==> src/rtl/key_expand_seq_if.sv <==
// Round-key stream between the key expander (master) and the cipher datapath (slave).
interface key_expand_seq_if;
  logic         rk_valid;
  logic         rk_ready;
  logic [3:0]   rk_round;
  logic [127:0] rk_data;

  modport master (output rk_valid, output rk_round, output rk_data, input rk_ready);
  modport slave  (input rk_valid, input rk_round, input rk_data, output rk_ready);
endinterface

==> src/rtl/key_expand_seq.sv <==
// Sequential AES-128/256 key expansion: one schedule word per cycle, SubWord via an
// external one-cycle S-box, 128-bit round keys streamed over valid/ready.
module key_expand_seq #(
  parameter int unsigned KEY_W    = 256,
  parameter int unsigned SBOX_LAT = 1
) (
  input  logic               clk,
  input  logic               reset,
  input  logic               start,
  input  logic               key_type,
  input  logic [KEY_W-1:0]   key_in,
  output logic [31:0]        sbox_addr,
  input  logic [31:0]        sbox_data,
  output logic               busy,
  output logic               done,
  key_expand_seq_if.master   rk
);

  if (SBOX_LAT != 1) begin : g_unsupported_sbox_lat
  end

  typedef enum logic [1:0] {StIdle, StGen, StSub, StEmit} state_e;

  state_e             state_q, state_d;
  logic [5:0]         idx_q, idx_d;
  logic [7:0]         rcon_q, rcon_d;
  logic [KEY_W-1:0]   key_q, key_d;
  logic               aes256_q, aes256_d;
  logic [31:0]        sbox_addr_q, sbox_addr_d;
  logic [127:0]       rk_data_q, rk_data_d;
  logic [3:0]         rk_round_q, rk_round_d;
  logic               rk_valid_q, rk_valid_d;
  logic               busy_q, busy_d;
  logic               done_q, done_d;
  // win_q[0] is w[i-1], win_q[k] is w[i-1-k]
  logic [31:0]        win_q [8];

  logic               wr_en;
  logic [31:0]        wr_word;
  logic [31:0]        temp;
  logic [31:0]        w_prev, w_nk, key_word;
  logic               below_nk, rcon_path, sub_only, last_round;

  assign w_prev     = win_q[0];
  assign w_nk       = aes256_q ? win_q[7] : win_q[3];
  assign key_word   = key_q[{3'd7 - idx_q[2:0], 5'd0} +: 32];
  assign below_nk   = aes256_q ? (idx_q < 6'd8) : (idx_q < 6'd4);
  assign rcon_path  = aes256_q ? (idx_q[2:0] == 3'd0) : (idx_q[1:0] == 2'd0);
  assign sub_only   = aes256_q && (idx_q[2:0] == 3'd4);
  assign last_round = (rk_round_q == (aes256_q ? 4'd14 : 4'd10));

  always_comb begin
    state_d     = state_q;
    idx_d       = idx_q;
    rcon_d      = rcon_q;
    key_d       = key_q;
    aes256_d    = aes256_q;
    sbox_addr_d = sbox_addr_q;
    rk_data_d   = rk_data_q;
    rk_round_d  = rk_round_q;
    rk_valid_d  = rk_valid_q;
    busy_d      = busy_q;
    done_d      = 1'b0;
    wr_en       = 1'b0;
    temp        = 32'h0;
    wr_word     = w_nk ^ w_prev;

    unique case (state_q)
      StIdle: begin
        if (start) begin
          key_d    = key_in;
          aes256_d = key_type;
          idx_d    = 6'd0;
          rcon_d   = 8'h01;
          busy_d   = 1'b1;
          state_d  = StGen;
        end
      end
      StGen: begin
        if (below_nk) begin
          wr_en   = 1'b1;
          wr_word = key_word;
        end else if (rcon_path) begin
          sbox_addr_d = {w_prev[23:0], w_prev[31:24]};
          state_d     = StSub;
        end else if (sub_only) begin
          sbox_addr_d = w_prev;
          state_d     = StSub;
        end else begin
          wr_en = 1'b1;
        end
      end
      StSub: begin
        wr_en   = 1'b1;
        temp    = sbox_data ^ (rcon_path ? {rcon_q, 24'h0} : 32'h0);
        wr_word = w_nk ^ temp;
        if (rcon_path) begin
          rcon_d = {rcon_q[6:0], 1'b0} ^ (rcon_q[7] ? 8'h1b : 8'h00);
        end
      end
      StEmit: begin
        if (rk.rk_ready) begin
          rk_valid_d = 1'b0;
          if (last_round) begin
            done_d  = 1'b1;
            busy_d  = 1'b0;
            state_d = StIdle;
          end else begin
            state_d = StGen;
          end
        end
      end
      default: state_d = StIdle;
    endcase

    // Writing the last word of a group publishes the round key and stalls in EMIT.
    if (wr_en) begin
      idx_d = idx_q + 6'd1;
      if (idx_q[1:0] == 2'b11) begin
        rk_data_d  = {win_q[2], win_q[1], win_q[0], wr_word};
        rk_round_d = idx_q[5:2];
        rk_valid_d = 1'b1;
        state_d    = StEmit;
      end else begin
        state_d = StGen;
      end
    end
  end

  always_ff @(posedge clk) begin
    if (reset) begin
      state_q     <= StIdle;
      idx_q       <= 6'd0;
      rcon_q      <= 8'h01;
      key_q       <= '0;
      aes256_q    <= 1'b0;
      sbox_addr_q <= 32'h0;
      rk_data_q   <= 128'h0;
      rk_round_q  <= 4'd0;
      rk_valid_q  <= 1'b0;
      busy_q      <= 1'b0;
      done_q      <= 1'b0;
      for (int k = 0; k < 8; k++) begin
        win_q[k] <= 32'h0;
      end
    end else begin
      state_q     <= state_d;
      idx_q       <= idx_d;
      rcon_q      <= rcon_d;
      key_q       <= key_d;
      aes256_q    <= aes256_d;
      sbox_addr_q <= sbox_addr_d;
      rk_data_q   <= rk_data_d;
      rk_round_q  <= rk_round_d;
      rk_valid_q  <= rk_valid_d;
      busy_q      <= busy_d;
      done_q      <= done_d;
      if (wr_en) begin
        win_q[0] <= wr_word;
        for (int k = 1; k < 8; k++) begin
          win_q[k] <= win_q[k-1];
        end
      end
    end
  end

  assign sbox_addr   = sbox_addr_q;
  assign busy        = busy_q;
  assign done        = done_q;
  assign rk.rk_valid = rk_valid_q;
  assign rk.rk_round = rk_round_q;
  assign rk.rk_data  = rk_data_q;

endmodule

==> src/flat_wrapper.sv <==
// flat-port wrapper written by rule: the top's interface ports become plain ports
module key_expand_seq_flat 
#(
  parameter int unsigned KEY_W    = 256,
  parameter int unsigned SBOX_LAT = 1
)
  (clk, reset, start, key_type, key_in, sbox_addr, sbox_data, busy, done, rk_rk_valid, rk_rk_round, rk_rk_data, rk_rk_ready);
  key_expand_seq_if rk_i ();
  input  logic clk;
  input  logic reset;
  input  logic start;
  input  logic key_type;
  input  logic [KEY_W-1:0] key_in;
  output logic [31:0] sbox_addr;
  input  logic [31:0] sbox_data;
  output logic busy;
  output logic done;
  output wire logic [$bits(rk_i.rk_valid)-1:0] rk_rk_valid;
  output wire logic [$bits(rk_i.rk_round)-1:0] rk_rk_round;
  output wire logic [$bits(rk_i.rk_data)-1:0] rk_rk_data;
  input wire logic [$bits(rk_i.rk_ready)-1:0] rk_rk_ready;
  assign rk_rk_valid = rk_i.rk_valid;
  assign rk_rk_round = rk_i.rk_round;
  assign rk_rk_data = rk_i.rk_data;
  assign rk_i.rk_ready = rk_rk_ready;
  key_expand_seq #(.KEY_W(KEY_W), .SBOX_LAT(SBOX_LAT)) u_core (.clk(clk), .reset(reset), .start(start), .key_type(key_type), .key_in(key_in), .sbox_addr(sbox_addr), .sbox_data(sbox_data), .busy(busy), .done(done), .rk(rk_i));
endmodule
==> config.mk <==
export PLATFORM = sky130hd
export DESIGN_NAME = key_expand_seq_flat
export DESIGN_NICKNAME = d
export VERILOG_FILES = /design/src/rtl/key_expand_seq_if.sv /design/src/rtl/key_expand_seq.sv /design/src/flat_wrapper.sv
export SDC_FILE = /design/constraint.sdc
export NUM_CORES = 1
export LEC_CHECK = 0
export CORE_AREA = 2 2 289 291
export DETAILED_ROUTE_END_ITERATION = 8
export DIE_AREA = 0 0 291 293
export PLACE_DENSITY = 0.53
export SKIP_CTS_REPAIR_TIMING = 1
export SYNTH_ARGS = -nofsm -noshare
export SYNTH_HDL_FRONTEND = slang
export SYNTH_SLANG_ARGS = --single-unit
==> constraint.sdc <==
create_clock -name clk -period 13.3 [get_ports clk]
set_input_delay 2.66 -clock clk [delete_from_list [all_inputs] [get_ports clk]]
set_output_delay 2.66 -clock clk [all_outputs]
set_load 0.01 [all_outputs]
After elaboration in Yosys (flattened, before gate mapping)
Memories as Yosys holds them, arrays and structs flattened.
Cells that the tools add are included.

storage, ports and cells
  memories = 1
  bits of input ports = 293
  register bits = 440
  word-level logic and storage cells = 115
  output and inout bits = 167
  bits in writable memories = 256

operators by class
  mux-type cells = 51
  bitwise gates (word level) = 15
  add/subtract/negate cells = 2
  $lt $le $gt $ge = 2
  equality and inequality tests = 14
  shift operators = 1
  reductions and logical operators = 18

memory list
  name          words  bits a word  read ports  clocked after Yosys merged registers in  write ports  line                  source
  u_core.win_q  8      32           8           0                                        8            key_expand_seq.sv:36  logic [31:0] win_q [8];

operator list
  operator               count
  $mux W32               13
  $shiftx A256 B9 Y32    1
  $xor A32 B32 Y32       3
  $pmux W32 S2           1
  $mux W1                19
  $mux W6                3
  $mux W8                2
  $pmux W8 S2            1
  $mux W2                7
  $reduce_bool A2 Y1     5
  $ne A3 B2 Y1 const B   3
  $or A1 B1 Y1           8
  $xor A8 B8 Y8          1
  $add A6 B1 Y6 const B  1
  $eq A2 B2 Y1 const B   3
  $lt A6 B3 Y1 const B   1
  $lt A6 B4 Y1 const B   1
  $pmux W2 S3            1
  $reduce_and A2 Y1      3
  $reduce_and A3 Y1      2
  $mux W5                1
  $reduce_and A5 Y1      1
  $eq A4 B4 Y1           1
  $logic_not A2 Y1       2
  14 further kinds       19

Logic depth before layout (Yosys ltp)
  word-level depth = 10
  depth in mapped cells = 13
  mapped depth without buffers = 7

Worst setup path before layout
OpenSTA, ideal clock, no wires.

  path kind = input to register
  start point = input reset
  end point = memory u_core.win_q[0][0], enable pin
  data arrival time = 9.608 ns
  path buffers = 3
  stages = 4
  setup slack = 3.029 ns
  data required time = 12.637 ns
  library setup time = 0.663 ns
  cell sequence = clkbuf_1 clkbuf_1 clkbuf_1 nand2b_1

RTL lines
  what             line                  source
  start, declared  flat_wrapper.sv:10    input logic reset;
  end, declared    key_expand_seq.sv:36

Final worst setup path
  start point = input start
  end point = register u_core.key_q[75]

between the ends
  longest elaborated chain between the ends = 1

ends and longest elaborated chain
  what                         line                   source
  start, declared              flat_wrapper.sv:11     input logic start;
  $reduce_and A2 Y1 (no line)  -
  end signal, assigned         key_expand_seq.sv:150  key_q <= key_d;
  end, declared                key_expand_seq.sv:27   logic [KEY_W-1:0] key_q, key_d;

Every way passes these cells.
A chain may end at the register's enable or synchronous reset.

==> metrics <==
status finished, final reports clean; Worst path slowest cell buf_4; initial antenna violation count 10; crit path capture type flip-flop; RSZ-0062 raised after global routing false; initial core utilization 0.3494; CORE AREA 0.08185 mm^2; setup TNS 0 ns; Final Instance Area 0.03638 mm^2; die height 293 um; ranking of synthesized cells by area dfxtp_1, edfxtp_1, nand2_1; vias per inst 5.035; Worst setup SP type input port; Reg clk slew, reported paths 0.06 ns; Mean Syn Cell Area 9.739 um^2; total gr overflow 0; sequential share of the synthesized area 0.5769; flops & latches, synth 696; CP Buf/Inv Count 3; most frequent cells in the layout nand2_1, clkdlybuf4s50_1, dfxtp_1; die area 0.08526 mm^2; Synth Flop Type dfxtp_1; FFs w/ async S/R, synth 0; Setup CP Type input port to flip-flop; CTS Sinks 696; Synth cell types 47; IO Pins 460; worst vdd ir 0.08775 mV; Fin. Hold Viols 0; fmax 179.0 MHz; Static Leak 12.50 nW; layout cell share with drive strength beyond 1 0.05432; vias in the first global route 21827; CTS tree done; Die Span X 291 um; dpl cell area 0.03377 mm^2; Final Cycle Share 0.4201; Multi-input gate area 0.01110 mm^2; wire per inst 20.58 um; TritonCTS Buffers 77; Slew HR 0.1276; CTS max path bufs 3; Nets 3568; final wirelength 90630 um; number of synthesized flops with an enable pin 256; Slew Viols, Final 0; Synth Instances 2936; peak fanout along the critical path 95; Synth top area share 0.3080; CTS root buffer clkbuf_16; Clock Latency Late Sink 0.61 ns; post-DP HPWL 61010 um; Tot GR Track Use 0.2062; Filler cells 7774; CP Cell Sequence clkdlybuf4s50_1 -> and2_4 -> buf_4 -> buf_4 -> nand2_1 -> a21oi_1; Min-Delay Path Class flip-flop to flip-flop; Post-Route Skew 0.02268 ns; Site Rows 105; # setup viols final 0; Port Buffers 459; R2R setup slack 8.48 ns; Arr. time, crit path 6.10 ns; area grow syn2layout 27.22%; first-pass GRT wire length 135000 um; drt pass-1 iters 7; area leader, netlist dfxtp_1; slowest cell delay on critical path 0.79 ns; Pwr Density 140.9 mW/mm^2; Via Count 22173; Sequential Area 0.01650 mm^2; largest net degree at the start of global routing 239; commonest non-fill, non-tap cell in the layout nand2_1; DRC 0; Worst-Margin Slew 1.309 ns; min Tclk post-route 5.588 ns; CP required 13.82 ns; synth warn 0; Post-Syn Area 0.02859 mm^2; placer congestion estimate 0.8617; antenna-violating nets left 0; htree depth 3; Max Cap Viol 0; CP dominant cell by count buf_4; DR iter-0 viols 1565; cell family with most CP delay buffers and inverters; syn_nets 3235
==> state kept, by name, summed over array words and instances, names as in the netlist <==
name / cells
u_core.rcon_q: 8
u_core.win_q: 256
u_core.idx_q: 6
u_core.done: 1
u_core.key_q: 256
u_core.state_q: 2
u_core.rk.rk_data: 128
u_core.sbox_addr: 32
u_core.aes256_q: 1
u_core.rk.rk_round: 4
u_core.busy: 1
u_core.rk.rk_valid: 1
==> path summary, 6_finish.rpt <==
check,startpoint,to,cells past startpoint
max,start,u_core.key_q[75],6
min,u_core.key_q[34],u_core.key_q[34],2
max reg2reg,u_core.state_q[0],u_core.win_q[0][175],7
min reg2reg,u_core.key_q[34],u_core.key_q[34],2
==> cell usage after synthesis, types with 2 or more instances <==
master      n
a211oi_1   24
a21oi_1   377
a221oi_1    6
a221oi_2   18
a22oi_1    52
a311oi_1   41
a31oi_1    12
and2_1    163
and3_1     26
buf_1      16
buf_2      54
buf_6      12
clkbuf_1  144
dfxtp_1   440
edfxtp_1  256
ha_1        6
inv_1       8
mux2i_1   160
nand2_1   809
nand2b_1    3
nand3_1     9
nand4_1     5
nor2_1     95
nor2b_1    70
nor3_1      2
o21ai_0     6
o22ai_1    17
o31ai_1     8
or2_2       2
or3_1       4
xnor2_1    65
xor2_1     11
==> worst register-to-register path, delay by kind of cell (launching register included) <==
family / cells / cell delay [ns]
compound gates: 1 / 0.46
buf+inv: 3 / 1.81
simple gates: 2 / 1.19
flops: 1 / 0.34
fa+ha+maj: 1 / 0.60
==> logic make-up after synthesis <==
kind of cell | Yosys count | synth area share
flops | 696 | 0.5769
xor+xnor | 76 | 0.02328
buf+inv | 236 | 0.03702
compound gates | 568 | 0.1216
mux | 160 | 0.05601
simple gates | 1194 | 0.1826
fa+ha+maj | 6 | 0.002625
==> metrics by stage <==
step / util / total power [W] / instances / setup slack [ns] / hold slack, ns
6_report: 0.4445 / 0.005126 / 4404 / 7.712 / 0.4525
5_1_grt: 0.4445 / 0.005335 / 4404 / 7.428 / 0.4676
4_1_cts: 0.4444 / 0.005190 / 4402 / 7.792 / 0.4538
3_5_place_dp: 0.4126 / 0.002982 / 4260 / 7.121 / 0.4458
3_3_place_gp: 0.4126 / 0.002973 / 4260 / 7.247 / 0.4421
2_1_floorplan: - / 0.002772 / 2936 / 3.029 / 0.4357
==> metal layers <==
metal | vias to the layer above | global-route usage | share of wire
met5 | - | 0 | 0.00093
met1 | 10727 | 0.2945 | 0.47
met2 | 651 | 0.3121 | 0.44
met3 | 116 | 0.05129 | 0.068
li1 | 10667 | - | -
met4 | 12 | 0.05068 | 0.020
==> where the power goes <==
group          switching [W]  total [W]  leakage, nW  internal (W)
sequential         0.0000765    0.00242         6.25       0.00235
combinational       0.000303   0.000513         4.97      0.000209
clock               0.000881    0.00219         1.28       0.00131
total                0.00126    0.00513         12.5       0.00387
==> final cells by class <==
class,count,area share
diodes,2,0.0001376
clock buffers,119,0.06408
clock inverters,23,0.007463
inverters,8,0.0008255
multi-input cells,2004,0.3052
flip-flops and latches,696,0.4536
well taps,1070,0.03680
repair buffers,482,0.1319
Note: power is estimated with default switching activity, not from simulation.
